File: config.mk
export PLATFORM = sky130hd
export DESIGN_NAME = stage_mem_ctrl
export DESIGN_NICKNAME = d
export VERILOG_FILES = /design/src/rtl/stage_mem_ctrl.sv
export SDC_FILE = /design/constraint.sdc
export NUM_CORES = 1
export LEC_CHECK = 0
export ABC_AREA = 0
export CAP_MARGIN = 20
export CORE_MARGIN = 8
export CORE_UTILIZATION = 25
export DETAILED_ROUTE_END_ITERATION = 16
export GPL_TIMING_DRIVEN = 1
export PLACE_DENSITY = 0.55
export SYNTH_ARGS = -nofsm -noshare
export SYNTH_HDL_FRONTEND = slang
export SYNTH_SLANG_ARGS = --single-unit
File: constraint.sdc
create_clock -name clk -period 2.6 [get_ports clk]
set_input_delay 0.39 -clock clk [delete_from_list [all_inputs] [get_ports clk]]
set_output_delay 0.39 -clock clk [all_outputs]
set_load 0.005 [all_outputs]
File: src/rtl/stage_mem_ctrl.sv
// MEM pipeline stage with a bus-handshake FSM for byte/half/word loads and stores.
// Optional bus watchdog enabled by defining MEM_TIMEOUT_EN.
module stage_mem_ctrl #(
  parameter int ADDR_W      = 32,
  parameter int REG_ADDR_W  = 5,
  parameter int DATA_W      = 32,
  parameter int TIMEOUT_CYC = 255
) (
  input  logic                  clk,
  input  logic                  rst,
  input  logic [REG_ADDR_W-1:0] reg_waddr_i,
  input  logic                  we_i,
  input  logic [DATA_W-1:0]     reg_wdata_i,
  input  logic [ADDR_W-1:0]     mem_addr_i,
  input  logic [3:0]            mem_op_i,
  input  logic [DATA_W-1:0]     rt_data_i,
  input  logic                  mem_busy_i,
  input  logic                  mem_done_i,
  input  logic [DATA_W-1:0]     mem_data_i,
  output logic [REG_ADDR_W-1:0] reg_waddr_o,
  output logic                  we_o,
  output logic [DATA_W-1:0]     reg_wdata_o,
  output logic [ADDR_W-1:0]     mem_addr_o,
  output logic                  mem_re,
  output logic                  mem_we,
  output logic [3:0]            mem_sel,
  output logic [DATA_W-1:0]     mem_data_o,
  output logic                  stallreq,
  output logic                  misalign_o,
  output logic                  err_o
);

  // state  | meaning
  // IDLE   | pass-through; issue aligned request when bus is free
  // ACCESS | request held on bus until done strobe
  // RESP   | write back load result, release pipeline
  typedef enum logic [1:0] {IDLE, ACCESS, RESP} state_t;

  if (DATA_W != 32) begin : g_bad_width
    $error("stage_mem_ctrl: DATA_W must be 32");
  end
  if (TIMEOUT_CYC < 1) begin : g_bad_timeout
    $error("stage_mem_ctrl: TIMEOUT_CYC must be at least 1");
  end

  state_t state, state_nx;

  logic is_load, is_store, sz_b, sz_h, sz_w, misalign, mem_req;
  logic [3:0]        sel_nx;
  logic [DATA_W-1:0] sdata_nx;
  logic [ADDR_W-1:0] addr_al;

  logic              req_re, req_we;
  logic [3:0]        req_sel;
  logic [ADDR_W-1:0] req_addr;
  logic [DATA_W-1:0] req_data;
  logic [DATA_W-1:0] cap_data;
  logic [3:0]        cap_op;
  logic [1:0]        cap_lo;
  logic              cap_load;
  logic [7:0]        ld_b;
  logic [15:0]       ld_h;
  logic [DATA_W-1:0] ld_val;

`ifdef MEM_TIMEOUT_EN
  localparam int CNT_W = $clog2(TIMEOUT_CYC + 1);
  logic [CNT_W-1:0] cnt;
  logic             timed_out;
  logic             to_hit;

  assign to_hit = (state == ACCESS) && !mem_done_i && (cnt == CNT_W'(TIMEOUT_CYC - 1));
`endif

  always_comb begin
    is_load  = (mem_op_i >= 4'd1) && (mem_op_i <= 4'd5);
    is_store = (mem_op_i >= 4'd6) && (mem_op_i <= 4'd8);
    sz_b     = (mem_op_i == 4'd1) || (mem_op_i == 4'd4) || (mem_op_i == 4'd6);
    sz_h     = (mem_op_i == 4'd2) || (mem_op_i == 4'd5) || (mem_op_i == 4'd7);
    sz_w     = (mem_op_i == 4'd3) || (mem_op_i == 4'd8);
    misalign = (sz_h && mem_addr_i[0]) || (sz_w && (mem_addr_i[1:0] != 2'b00));
    mem_req  = (is_load || is_store) && !misalign;
    addr_al  = {mem_addr_i[ADDR_W-1:2], 2'b00};
    if (sz_b) begin
      sel_nx   = 4'b0001 << mem_addr_i[1:0];
      sdata_nx = {4{rt_data_i[7:0]}};
    end else if (sz_h) begin
      sel_nx   = mem_addr_i[1] ? 4'b1100 : 4'b0011;
      sdata_nx = {2{rt_data_i[15:0]}};
    end else begin
      sel_nx   = 4'b1111;
      sdata_nx = rt_data_i;
    end
  end

  // Lane extraction works only from captured state, so RESP does not depend on bus inputs.
  always_comb begin
    cap_load = (cap_op >= 4'd1) && (cap_op <= 4'd5);
    case (cap_lo)
      2'd0:    ld_b = cap_data[7:0];
      2'd1:    ld_b = cap_data[15:8];
      2'd2:    ld_b = cap_data[23:16];
      default: ld_b = cap_data[31:24];
    endcase
    ld_h = cap_lo[1] ? cap_data[31:16] : cap_data[15:0];
    case (cap_op)
      4'd1:    ld_val = {{24{ld_b[7]}}, ld_b};
      4'd2:    ld_val = {{16{ld_h[15]}}, ld_h};
      4'd4:    ld_val = {24'd0, ld_b};
      4'd5:    ld_val = {16'd0, ld_h};
      default: ld_val = cap_data;
    endcase
  end

  always_comb begin
    state_nx    = state;
    reg_waddr_o = reg_waddr_i;
    we_o        = we_i;
    reg_wdata_o = reg_wdata_i;
    mem_addr_o  = '0;
    mem_re      = 1'b0;
    mem_we      = 1'b0;
    mem_sel     = 4'b0000;
    mem_data_o  = '0;
    stallreq    = 1'b0;
    misalign_o  = 1'b0;
    err_o       = 1'b0;
    unique case (state)
      IDLE: begin
        if (misalign) begin
          misalign_o = 1'b1;
          we_o       = 1'b0;
        end else if (mem_req) begin
          stallreq = 1'b1;
          we_o     = 1'b0;
          if (!mem_busy_i) begin
            mem_re     = is_load;
            mem_we     = is_store;
            mem_sel    = sel_nx;
            mem_addr_o = addr_al;
            mem_data_o = sdata_nx;
            state_nx   = ACCESS;
          end
        end
      end
      ACCESS: begin
        stallreq   = 1'b1;
        we_o       = 1'b0;
        mem_re     = req_re;
        mem_we     = req_we;
        mem_sel    = req_sel;
        mem_addr_o = req_addr;
        mem_data_o = req_data;
        if (mem_done_i) state_nx = RESP;
`ifdef MEM_TIMEOUT_EN
        else if (to_hit) state_nx = RESP;
`endif
      end
      RESP: begin
        we_o        = cap_load ? we_i : 1'b0;
        reg_wdata_o = cap_load ? ld_val : reg_wdata_i;
`ifdef MEM_TIMEOUT_EN
        if (timed_out) begin
          we_o        = 1'b0;
          reg_wdata_o = '0;
          err_o       = 1'b1;
        end
`endif
        state_nx = IDLE;
      end
      default: state_nx = IDLE;
    endcase
    // Outputs are combinational, so reset must gate them directly to be zero immediately.
    if (!rst) begin
      state_nx    = IDLE;
      reg_waddr_o = '0;
      we_o        = 1'b0;
      reg_wdata_o = '0;
      mem_addr_o  = '0;
      mem_re      = 1'b0;
      mem_we      = 1'b0;
      mem_sel     = 4'b0000;
      mem_data_o  = '0;
      stallreq    = 1'b0;
      misalign_o  = 1'b0;
      err_o       = 1'b0;
    end
  end

  always_ff @(posedge clk or negedge rst) begin
    if (!rst) begin
      state    <= IDLE;
      req_re   <= 1'b0;
      req_we   <= 1'b0;
      req_sel  <= 4'b0000;
      req_addr <= '0;
      req_data <= '0;
      cap_data <= '0;
      cap_op   <= 4'd0;
      cap_lo   <= 2'd0;
    end else begin
      state <= state_nx;
      if (state == IDLE && state_nx == ACCESS) begin
        req_re   <= is_load;
        req_we   <= is_store;
        req_sel  <= sel_nx;
        req_addr <= addr_al;
        req_data <= sdata_nx;
        cap_op   <= mem_op_i;
        cap_lo   <= mem_addr_i[1:0];
      end
      if (state == ACCESS && mem_done_i) cap_data <= mem_data_i;
    end
  end

`ifdef MEM_TIMEOUT_EN
  always_ff @(posedge clk or negedge rst) begin
    if (!rst) begin
      cnt       <= '0;
      timed_out <= 1'b0;
    end else if (state == IDLE && state_nx == ACCESS) begin
      cnt       <= '0;
      timed_out <= 1'b0;
    end else if (state == ACCESS) begin
      cnt <= cnt + 1'b1;
      if (to_hit) timed_out <= 1'b1;
    end
  end
`endif

endmodule

==> results of run 1 <==
timing repair:
action / CTS / global route
pin swaps: 51 / 51
hold buffers: 1 / 0
endpoints found under the setup margin: 103 / 95
cloned: 7 / 5
buffers inserted: 47 / 32
endpoints found under the hold margin: 3 / 0
gates resized for setup: 521 / 153
final cells by class:
cell class / count / area, sq um
multi-input combinational: 663 / 4490
tap: 341 / 427
clock inverter: 5 / 42.5
timing repair buffer: 463 / 4270
fill: 2580 / 14400
inverter: 9 / 33.8
sequential: 108 / 2710
clock buffer: 11 / 253
final timing paths:
kind / to / slack (ns)
max reg2reg: req_data[10] / 0.46
max in group asynchronous: req_data[13] / 1.39
max: reg_wdata_o[28] / -0.15
min: cap_op[0] / 0.11
min in group clk: cap_lo[1] / 0.44
min reg2reg: req_addr[6] / 0.48
sequential cells by signal (all words and copies together) (netlist names):
signal and cells:
req_we 1, cap_lo 2, cap_op 4, req_sel 4, cap_data 32, req_re 1
req_addr 30, req_data 32, state 2
cells by family after synthesis:
logic type	share of synthesized area, %
mux	9.14
simple gates	26.1
flops	40.3
buf+inv	5.15
compound gates	18.9
xor+xnor	0.392
other cells	0.0559
through the flow:
| step | util (%) | setup slack (ns) | hold WS (ns) |
|---|---|---|---|
| after floorplan | - | 0.287 | 0.0944 |
| after global placement | 39.3 | -0.663 | 0.355 |
| after detailed placement | 39.3 | -0.745 | 0.352 |
| after CTS | 43.5 | -0.168 | 0.127 |
| after global routing | 45.8 | -0.243 | 0.144 |
| final | 45.8 | -0.155 | 0.112 |
routing by layer:
layer | track usage (%) | share of wire [%] | up-vias
met3 | 4.09 | 5.9 | 26
met5 | 0 | 0 | -
met4 | 4.03 | 1.6 | 0
li1 | - | - | 3672
met1 | 21.7 | 44 | 3653
met2 | 28.2 | 49 | 261
cell usage after synthesis (4+ instances only):
| master | instances |
|---|---|
| sky130_fd_sc_hd__o32ai_1 | 5 |
| sky130_fd_sc_hd__a22o_1 | 8 |
| sky130_fd_sc_hd__o221ai_1 | 7 |
| sky130_fd_sc_hd__nand2_1 | 305 |
| sky130_fd_sc_hd__clkbuf_1 | 28 |
| sky130_fd_sc_hd__nor2b_1 | 4 |
| sky130_fd_sc_hd__o21ai_0 | 37 |
| sky130_fd_sc_hd__a21o_1 | 39 |
| sky130_fd_sc_hd__a21oi_1 | 25 |
| sky130_fd_sc_hd__o2111ai_1 | 8 |
| sky130_fd_sc_hd__buf_1 | 7 |
| sky130_fd_sc_hd__mux2_2 | 40 |
| sky130_fd_sc_hd__nor2_1 | 58 |
| sky130_fd_sc_hd__buf_2 | 24 |
| sky130_fd_sc_hd__o22a_1 | 4 |
| sky130_fd_sc_hd__a21boi_0 | 4 |
| sky130_fd_sc_hd__o21ai_2 | 10 |
| sky130_fd_sc_hd__or2_2 | 4 |
| sky130_fd_sc_hd__and2_1 | 9 |
| sky130_fd_sc_hd__buf_4 | 5 |
| sky130_fd_sc_hd__nor3_1 | 19 |
| sky130_fd_sc_hd__dfrtp_1 | 108 |
| sky130_fd_sc_hd__inv_1 | 9 |
| sky130_fd_sc_hd__or3_1 | 5 |
| sky130_fd_sc_hd__a2111oi_0 | 4 |
| sky130_fd_sc_hd__mux2i_1 | 14 |
report_power, final:
group	internal [uW]	total [uW]	leakage (uW)	switching, uW
Sequential	2160	2550	0.00134	381
Clock	718	1430	0.000148	712
Combinational	1720	3130	0.00472	1420
critical path: stages, from the launching register on:
cell and delay, ns:
sky130_fd_sc_hd__dfrtp_2 0.46, sky130_fd_sc_hd__buf_6 0.14, sky130_fd_sc_hd__or3b_4 0.27, sky130_fd_sc_hd__nor2_4 0.04, sky130_fd_sc_hd__or4_4 0.58, sky130_fd_sc_hd__buf_12 0.17, sky130_fd_sc_hd__buf_8 0.12, sky130_fd_sc_hd__o21ai_2 0.11
sky130_fd_sc_hd__buf_2 0.12
==> implementation parameters, run 1 <==
Parameter                              Value

Clock network
  Clock buffers created by TritonCTS ... 9
  Maximum clock path buffer count ... 2
  CTS Root Cell ... sky130_fd_sc_hd__clkbuf_16
  Clock-pin slew on the worst setup and hold paths ... 0.08 ns
  Skew-Pair Late Insertion Delay ... 0.36 ns
  Number of levels in the clock H-tree ... 3
  Number of sinks handled by clock tree synthesis ... 108
  Clock tree from TritonCTS ... done

Yosys
  Count of flip-flops with a built-in enable after synthesis ... 0
  Mean Syn Cell Area ... 7.95 sq um
  Area share of the largest cell type after synthesis ... 40.3%
  Leading area contributor after synthesis ... sky130_fd_sc_hd__dfrtp_1
  Synth Register Bits ... 108
  Flip-flop cell with the highest count after synthesis ... sky130_fd_sc_hd__dfrtp_1
  Netlist area before placement ... 6710 sq um
  Share of synthesized registers carrying an async set or reset ... 100%
  Gate Count Post-Synth ... 844
  Dominant cells by area after synthesis ... sky130_fd_sc_hd__dfrtp_1, sky130_fd_sc_hd__nand2_1, sky130_fd_sc_hd__mux2_2
  Share of the yosys chip area belonging to registers ... 40.3%
  Cell variety after synth ... 63
  Warning count from the yosys run ... 0

Timing
  Final setup slack of the worst path ... -0.155 ns
  Count of final hold-check violations ... 0
  Tightest Pin Transition ... 0.744 ns
  Worst rel slew slack ... 50.4%
  Clock Skew ... 0.0113 ns
  Final setup violation count ... 32
  Share of the clock period used by the worst path ... 106%
  Unrepaired setup endpoints after global routing ... yes
  Max-slew violation total from the final report ... 0
  Highest Clock Rate ... 0.363 GHz
  Total Neg Setup Slack ... -2.81 ns
  Final worst path period need ... 2.75 ns

Route
  Drt total wl ... 28.7 mm
  Via-to-Cell Ratio ... 4.76
  DRC Markers ... 0
  Iteration count of the initial detailed-routing pass ... 4
  Number of nets with antenna violations after detailed routing ... 0
  Via total after detailed routing ... 7612
  Routed length per placed instance ... 17.9 um
  Number of violations reported at the end of detailed-routing iteration 0 ... 334

Power
  VDD IR-drop max ... 0.245 mV
  Leakage dissipation ... 0.00620 uW
  Areal power density over the cells ... 582 nW/um^2
  Tot Pwr ... 7110 uW

Global routing
  Remaining global-route overflow ... 0
  Via count of the first global-routing pass ... 7875
  Maximum number of pins on one net before global-route repair ... 53
  First-pass GRT wire length ... 44.5 mm
  Total track usage ... 16.9%
  Number of antenna violations at the first check in global routing ... 0

Floorplanning
  Vert. Die Dim ... 180 um
  Total core area ... 26700 sq um
  Die boundary width ... 180 um
  Initial Util ... 25.2%
  IO Count ... 253
  Die ar. ... 32300 sq um
  Total number of placement rows ... 60

Placement
  Total of buffers placed on input and output ports ... 249
  Inst Count DP ... 1505
  Area after detailed placement ... 10500 sq um
  HPWL after DPL ... 19.8 mm
  GP Congestion ... 0.857

Hold path
  Worst hold path class ... primary input to asynchronous set/reset pin

Job
  Max-capacitance violation count ... 0

Setup path
  Worst endpoint data arrival time ... 2.36 ns
  CP Max Fanout ... 5
  Critical Path End Type ... output pin
  Startpoint class of the critical path ... flop
  Crit path required time ... 2.21 ns
  Worst setup path start ... cap_op[1]
  Start of the worst register-to-register path ... state[0]
  Critical setup path kind ... flop to output pin
  R2r worst-path depth ... 10

Finish
  Post-route cell area ... 12200 sq um
  Final net count ... 1396
  Commonest cells after routing, fill and taps aside ... sky130_fd_sc_hd__nand2_1, sky130_fd_sc_hd__buf_4, sky130_fd_sc_hd__clkdlybuf4s50_1
  Most common cell after layout, fill and taps aside ... sky130_fd_sc_hd__nand2_1
  Area overhead of the layout relative to synthesis ... 82.1%
  Fraction of final layout cells with drive strength greater than 1 ... 40.3%
  Final std cells w/o fill ... 1600
  Number of antenna diodes ... 0

Outcome
  Result of the run ... complete, but fails checks
  Failing checks ... setup timing
Power figures use the tool's default switching activity.
==> run 2: changes to the inputs <==
- TNS_END_PERCENT: unset -> 10
==> run 2 against run 1 <==
Effect of this change:
- the flow still finishes with violations (setup timing)
- flip-flop and latch count unchanged
- worst setup slack improved by 0.012 ns
- first-iteration DRC count fell by 3.0%
- wire length decreased by 5.2%
- cell area down 6.5%
- clock power about the same
- core utilization is 3.0 points lower
- critical path type unchanged
- highest routed layer unchanged
==> implementation parameters, run 2 (synthesized netlist as in run 1, its figures left out) <==
Parameter                              Value

Outcome
  Result of the run ... complete, but fails checks
  Failing checks ... setup timing

Setup path
  CP Max Fanout ... 6 (+1)
  Worst R2R Setup Slack ... 0.69 ns (+0.23 ns)
  Worst endpoint data arrival time ... 2.35 ns (about the same)
  Critical Path End Type ... output pin
  Critical setup path kind ... flop to output pin
  Crit path required time ... 2.21 ns (about the same)
  Startpoint class of the critical path ... flop

Route
  DRC Markers ... 0 (unchanged)
  Via total after detailed routing ... 7321 (-3.8%)
  Drt total wl ... 27.2 mm (-5.2%)
  Number of violations reported at the end of detailed-routing iteration 0 ... 324 (-3.0%)
  Routed length per placed instance ... 17.5 um (-2.4%)
  Iteration count of the initial detailed-routing pass ... 5 (+1)
  Via-to-Cell Ratio ... 4.71 (-0.98%)
  Number of nets with antenna violations after detailed routing ... 0 (unchanged)

Finish
  Number of antenna diodes ... 0 (unchanged)
  Commonest cells after routing, fill and taps aside ... sky130_fd_sc_hd__nand2_1, sky130_fd_sc_hd__clkdlybuf4s50_1, sky130_fd_sc_hd__buf_4
  Final net count ... 1350 (-3.3%)
  Sequential Area ... 2710 sq um (about the same)
  Final std cells w/o fill ... 1554 (-2.9%)
  Largest registers in the final layout ... cap_data (32), req_data (32), req_addr (30)
  Fraction of final layout cells with drive strength greater than 1 ... 33.0% (-7.4 points)
  Most common cell after layout, fill and taps aside ... sky130_fd_sc_hd__nand2_1
  Area overhead of the layout relative to synthesis ... 70.3%
  Final Core Density ... 42.9% (-3.0 points)
  Multi-input logic area ... 4140 sq um (-7.7%)
  Filler cell count ... 2683 (+4.0%)

Placement
  Total of buffers placed on input and output ports ... 249 (unchanged)
  Worst slack at placement ... -0.745 ns (unchanged)
  Inst Count DP ... 1505 (unchanged)
  GP Congestion ... 0.857 (unchanged)
  HPWL after DPL ... 19.8 mm (unchanged)

Floorplanning
  Initial Util ... 25.2% (unchanged)
  Die ar. ... 32300 sq um (unchanged)
  Total number of placement rows ... 60 (unchanged)
  Total core area ... 26700 sq um (unchanged)
  IO Count ... 253 (unchanged)
  Vert. Die Dim ... 180 um (unchanged)
  Die boundary width ... 180 um (unchanged)

Timing
  Share of the clock period used by the worst path ... 105% (-0.47 points)
  Max-slew violation total from the final report ... 0 (unchanged)
  Worst rel slew slack ... 50.4% (about the same)
  Final setup slack of the worst path ... -0.142 ns (+0.0123 ns)
  Final setup violation count ... 33 (+3.1%)
  Count of final hold-check violations ... 0 (unchanged)
  Clock Skew ... 0.0107 ns (-0.000694 ns)
  Tightest Pin Transition ... 0.744 ns (+0.000201 ns)
  Final worst path period need ... 2.74 ns (-0.0123 ns)
  Unrepaired setup endpoints after global routing ... yes
  Highest Clock Rate ... 0.365 GHz (+0.45%)

Global routing
  First-pass GRT wire length ... 43.3 mm (-2.5%)
  Via count of the first global-routing pass ... 7629 (-3.1%)
  Number of antenna violations at the first check in global routing ... 0 (unchanged)
  Remaining global-route overflow ... 0 (unchanged)
  Maximum number of pins on one net before global-route repair ... 53 (unchanged)
  Total track usage ... 16.5% (-0.44 points)

Clock network
  Clock tree from TritonCTS ... done
  Clock-pin slew on the worst setup and hold paths ... 0.07 ns (about the same)
  Skew-Pair Late Insertion Delay ... 0.36 ns (about the same)
  CTS Root Cell ... sky130_fd_sc_hd__clkbuf_16
  Number of levels in the clock H-tree ... 3 (unchanged)
  Number of sinks handled by clock tree synthesis ... 108 (unchanged)
  Clock buffers created by TritonCTS ... 9 (unchanged)
  Maximum clock path buffer count ... 2 (unchanged)

Power
  Leakage dissipation ... 0.00578 uW (-6.7%)
  VDD IR-drop max ... 0.236 mV (-3.8%)
  Areal power density over the cells ... 586 nW/um^2 (+0.71%)

Hold path
  Worst hold path class ... primary input to asynchronous set/reset pin

Job
  Max-capacitance violation count ... 0 (unchanged)
## run 2: cell types whose count changed in the layout (fill, tap and decap cells not counted), moves of 6 or more
cell	before	now
sky130_fd_sc_hd__buf_4	144	124
sky130_fd_sc_hd__nand2_4	19	1
sky130_fd_sc_hd__buf_6	45	23
sky130_fd_sc_hd__nand2_1	268	289
sky130_fd_sc_hd__buf_2	76	54
sky130_fd_sc_hd__clkdlybuf4s15_2	1	7
sky130_fd_sc_hd__dlygate4sd2_1	9	30
## run 2: critical path: stages (launching register included)
cell and delay, ns:
sky130_fd_sc_hd__dfrtp_1 0.42, sky130_fd_sc_hd__buf_6 0.16, sky130_fd_sc_hd__or3b_4 0.42, sky130_fd_sc_hd__a21oi_4 0.20, sky130_fd_sc_hd__a21boi_2 0.19, sky130_fd_sc_hd__buf_4 0.14
sky130_fd_sc_hd__o22a_1 0.15, sky130_fd_sc_hd__a22o_1 0.13, sky130_fd_sc_hd__clkdlybuf4s15_2 0.20
## run 2: power breakdown
part / total (uW) / switching (uW) / internal [uW]
clock: 1420 / 704 / 718
combinational: 2750 / 1270 / 1480
sequential: 2520 / 359 / 2160
## run 2: worst paths after layout
| check | startpoint | to | cells after the start |
|---|---|---|---|
| max reg2reg | state[0] | req_data[10] | 8 |
| min in group clk | mem_addr_i[1] | cap_lo[1] | 4 |
| max in group asynchronous | rst | req_data[13] | 3 |
| min reg2reg | req_addr[30] | req_addr[30] | 2 |
| min | rst | cap_op[0] | 2 |
| max | cap_op[2] | reg_wdata_o[13] | 8 |
## run 2: final cells by class
cell class,count,share of cell area (%)
timing repair buffer,417,33.4
sequential,108,23.7
inverter,9,0.296
multi-input combinational,663,36.3
clock inverter,5,0.372
tap,341,3.73
clock buffer,11,2.21
## run 2: repair_timing
item / in CTS / in global routing
pin swaps: 24 / 19
resized for setup: 383 / 96
hold endpoints to repair: 3 / 0
buffers inserted: 24 / 6
endpoints found under the setup margin: 103 / 86
hold buffers: 1 / 0
cloned: 5 / 1
## run 2: per-layer routing
layer	part of all wire [%]	GRT usage [%]
met5	0	0
met4	1.6	3.77
met3	6.5	4.01
met2	47	26.9
met1	45	21.7
## run 2: through the flow
step                total power [uW]  instance area, sq um  setup TNS [ns]  hold WS, ns
floorplan                       3760                  6720               0       0.0944
global placement                4910                 10500          -49.10        0.355
detailed placement              4950                 10500          -55.06        0.352
CTS                             6600                 11300           -6.01        0.127
global route                    7140                 11400           -5.98        0.144
finish                          6690                 11400           -2.22        0.110
==> run 3: changes to the inputs <==
- DONT_BUFFER_PORTS: unset -> 1
- PLACE_DENSITY: 0.55 -> 0.43
==> run 3 against run 2 <==
Effect of this change:
- the flow finishes with violations (hold timing)
- count of clock-buffer cells in the layout down 2
- clock skew rose by 0.0041 ns
- combinational power shrank 33%
- first-iteration DRC count is 0.62% higher
- final cell count is 24% lower
- fmax is 6.6% higher
- critical endpoint is now reg_wdata_o[9]
- largest power group is now registers
==> implementation parameters, run 3 (synthesized netlist as in run 1, its figures left out) <==
Parameter                              Value

Outcome
  Result of the run ... complete, but fails checks
  Failing checks ... hold timing

Setup path
  Startpoint class of the critical path ... flop
  Buf/Inv on CP ... 2 (-1)
  Total stage count of the critical path ... 7 (-1)
  Start of the worst register-to-register path ... state[0]
  Worst R2R Setup Slack ... 0.86 ns (+0.17 ns)
  Delay of the slowest cell on the worst path ... 0.46 ns (+0.04 ns)
  Critical Path End Type ... output pin
  Cell type of the slowest stage on the worst timing path ... sky130_fd_sc_hd__dfrtp_2
  Worst r2r dst ... req_data[15]
  Worst endpoint data arrival time ... 2.18 ns (-0.17 ns)
  Critical setup path kind ... flop to output pin
  Gate family responsible for the most delay along the worst path ... compound AO/OA/AOI/OAI gates
  Worst setup path start ... cap_op[2]
  Crit path required time ... 2.21 ns (about the same)
  Cell with the most instances on the worst path ... sky130_fd_sc_hd__buf_6
  CP Max Fanout ... 13 (+7)
  Crit-path cells ... buf_6 -> or3b_4 -> a21oi_4 -> buf_6 -> nor2_1 -> a21oi_1 -> a22o_1
  R2r worst-path depth ... 7 (-1)

Global routing
  Met1 Track Usage GR ... 16.9% (-4.7 points)
  Maximum number of pins on one net before global-route repair ... 127 (+140%)
  Remaining global-route overflow ... 0 (unchanged)
  Via count of the first global-routing pass ... 5906 (-23%)
  Number of antenna violations at the first check in global routing ... 1 (+1)
  GR Util met2 ... 23.0% (-3.9 points)
  Most Used Layer, Global Route ... met2
  Total track usage ... 14.0% (-2.5 points)
  Met3 capacity usage during global routing ... 5.50% (+1.5 points)
  First-pass GRT wire length ... 36.1 mm (-17%)

Floorplanning
  Initial Util ... 25.2% (unchanged)
  Die boundary width ... 180 um (unchanged)
  Total number of placement rows ... 60 (unchanged)
  IO Count ... 253 (unchanged)
  Die ar. ... 32300 sq um (unchanged)
  Total core area ... 26700 sq um (unchanged)
  Vert. Die Dim ... 180 um (unchanged)

Power
  Areal power density over the cells ... 753 nW/um^2 (+29%)
  Leakage dissipation ... 0.00381 uW (-34%)
  Part of the power in combinational logic ... 32.0% (-9.0 points)
  VDD IR-drop max ... 0.271 mV (+15%)
  Switching share of power ... 35.7% (+0.80 points)
  Tot Pwr ... 5770 uW (-14%)
  Switching pwr ... 2060 uW (-12%)
  Sequential Power Share ... 43.9% (+6.2 points)
  Clock network fraction of total power ... 24.0% (+2.7 points)
  Design internal power ... 3710 uW (-15%)

Finish
  Most common cell after layout, fill and taps aside ... sky130_fd_sc_hd__nand2_1
  Number of antenna diodes ... 0 (unchanged)
  Final net count ... 973 (-28%)
  Final std cells w/o fill ... 1176 (-24%)
  Final Core Density ... 28.7% (-14 points)
  Area overhead of the layout relative to synthesis ... 14.1%
  Commonest cells after routing, fill and taps aside ... sky130_fd_sc_hd__nand2_1, sky130_fd_sc_hd__dfrtp_1, sky130_fd_sc_hd__nor2_1
  Fraction of final layout cells with drive strength greater than 1 ... 17.2% (-16 points)
  Filler cell count ... 2916 (+8.7%)
  Largest registers in the final layout ... cap_data (32), req_data (32), req_addr (30)

Timing
  Share of the clock period used by the worst path ... 98.9% (-6.6 points)
  Count of final hold-check violations ... 108 (+108)
  Final setup violation count ... 0 (-100%)
  Tightest Pin Transition ... 0.532 ns (-0.212 ns)
  Max-slew violation total from the final report ... 0 (unchanged)
  Worst hold margin ... -0.265 ns (-0.374 ns)
  Worst rel slew slack ... 64.3% (+14 points)
  Unrepaired setup endpoints after global routing ... yes
  Final setup slack of the worst path ... 0.0281 ns (+0.170 ns)
  Final worst path period need ... 2.57 ns (-0.170 ns)
  Clock Skew ... 0.0148 ns (+0.00412 ns)
  Highest Clock Rate ... 0.389 GHz (+6.6%)

Placement
  Inst Count DP ... 1156 (-23%)
  HPWL after DPL ... 17.4 mm (-12%)
  Worst slack at placement ... 0.0925 ns (+0.837 ns)
  Total of buffers placed on input and output ports ... 0 (-100%)
  GP Congestion ... 0.808 (-5.8%)

Route
  Routed length per placed instance ... 19.9 um (+14%)
  Via total after detailed routing ... 5849 (-20%)
  Via-to-Cell Ratio ... 4.97 (+5.6%)
  Iteration count of the initial detailed-routing pass ... 5 (unchanged)
  Drt total wl ... 23.4 mm (-14%)
  DRC Markers ... 0 (unchanged)
  Number of violations reported at the end of detailed-routing iteration 0 ... 326 (+0.62%)
  Number of nets with antenna violations after detailed routing ... 0 (unchanged)

Clock network
  Number of levels in the clock H-tree ... 3 (unchanged)
  Clock buffers created by TritonCTS ... 9 (unchanged)
  Skew-Pair Late Insertion Delay ... 0.36 ns (about the same)
  CTS Root Cell ... sky130_fd_sc_hd__clkbuf_16
  Number of sinks handled by clock tree synthesis ... 108 (unchanged)
  Maximum clock path buffer count ... 2 (unchanged)
  Clock-pin slew on the worst setup and hold paths ... 0.07 ns (about the same)
  Clock tree from TritonCTS ... done

Hold path
  Worst hold path class ... primary input to asynchronous set/reset pin

Job
  Max-capacitance violation count ... 0 (unchanged)
## run 3: layer usage
layer / vias to the layer above / wire [um]
met3: 22 / 2160
met4: 2 / 289
met2: 195 / 11100
met5: - / 12
li1: 2837 / -
met1: 2793 / 9910
## run 3: how the worst max path moves through the flow
stage	end	slack [ns]
global placement	reg_wdata_o[19]	0.14
detailed placement	reg_wdata_o[19]	0.09
CTS	reg_wdata_o[1]	-0.06
global route	reg_wdata_o[10]	-0.06
finish	reg_wdata_o[9]	0.03
floorplan	reg_wdata_o[21]	0.29
## run 3: timing repair
action,4_1_cts,5_1_grt
buffers inserted,3,1
endpoints found under the setup margin,65,31
resized for setup,22,31
pin swaps,2,3
hold endpoints to repair,108,108
## run 3: per-stage QoR
| step | setup TNS, ns | hold WS (ns) | instance area (sq um) |
|---|---|---|---|
| final | 0 | -0.265 | 7650 |
| after global placement | 0 | 0.102 | 7160 |
| after floorplan | 0 | 0.0944 | 6720 |
| after CTS | -0.463 | -0.300 | 7540 |
| after detailed placement | 0 | 0.103 | 7160 |
| after global routing | -0.575 | -0.287 | 7650 |
## run 3: layout make-up
type                            count  area [sq um]  share of cell area (%)
Clock buffer                        9           225                    2.94
Clock inverter                      6          53.8                   0.703
Inverter                            9          33.8                   0.441
Multi-Input combinational cell    663          3820                    49.9
Sequential cell                   108          2710                    35.4
Tap cell                          341           427                    5.57
Timing Repair Buffer               40           389                    5.08
## run 3: worst reg2reg max path, stage by stage (launching register included)
cell and delay (ns):
sky130_fd_sc_hd__dfrtp_1 0.39, sky130_fd_sc_hd__buf_4 0.16, sky130_fd_sc_hd__nor3_2 0.22, sky130_fd_sc_hd__and2_4 0.20
sky130_fd_sc_hd__o31ai_4 0.08, sky130_fd_sc_hd__buf_12 0.21, sky130_fd_sc_hd__a21oi_1 0.30, sky130_fd_sc_hd__a21o_1 0.11
## run 3: power by group through the flow
| stage | logic (uW) | clock network, uW | registers [uW] |
|---|---|---|---|
| finish | 1850 | 1390 | 2530 |
| global route | 2060 | 1510 | 2600 |
| CTS | 1780 | 1470 | 2520 |
| detailed placement | 1720 | 0 | 2550 |
| global placement | 1710 | 0 | 2540 |
| floorplan | 1350 | 0 | 2420 |
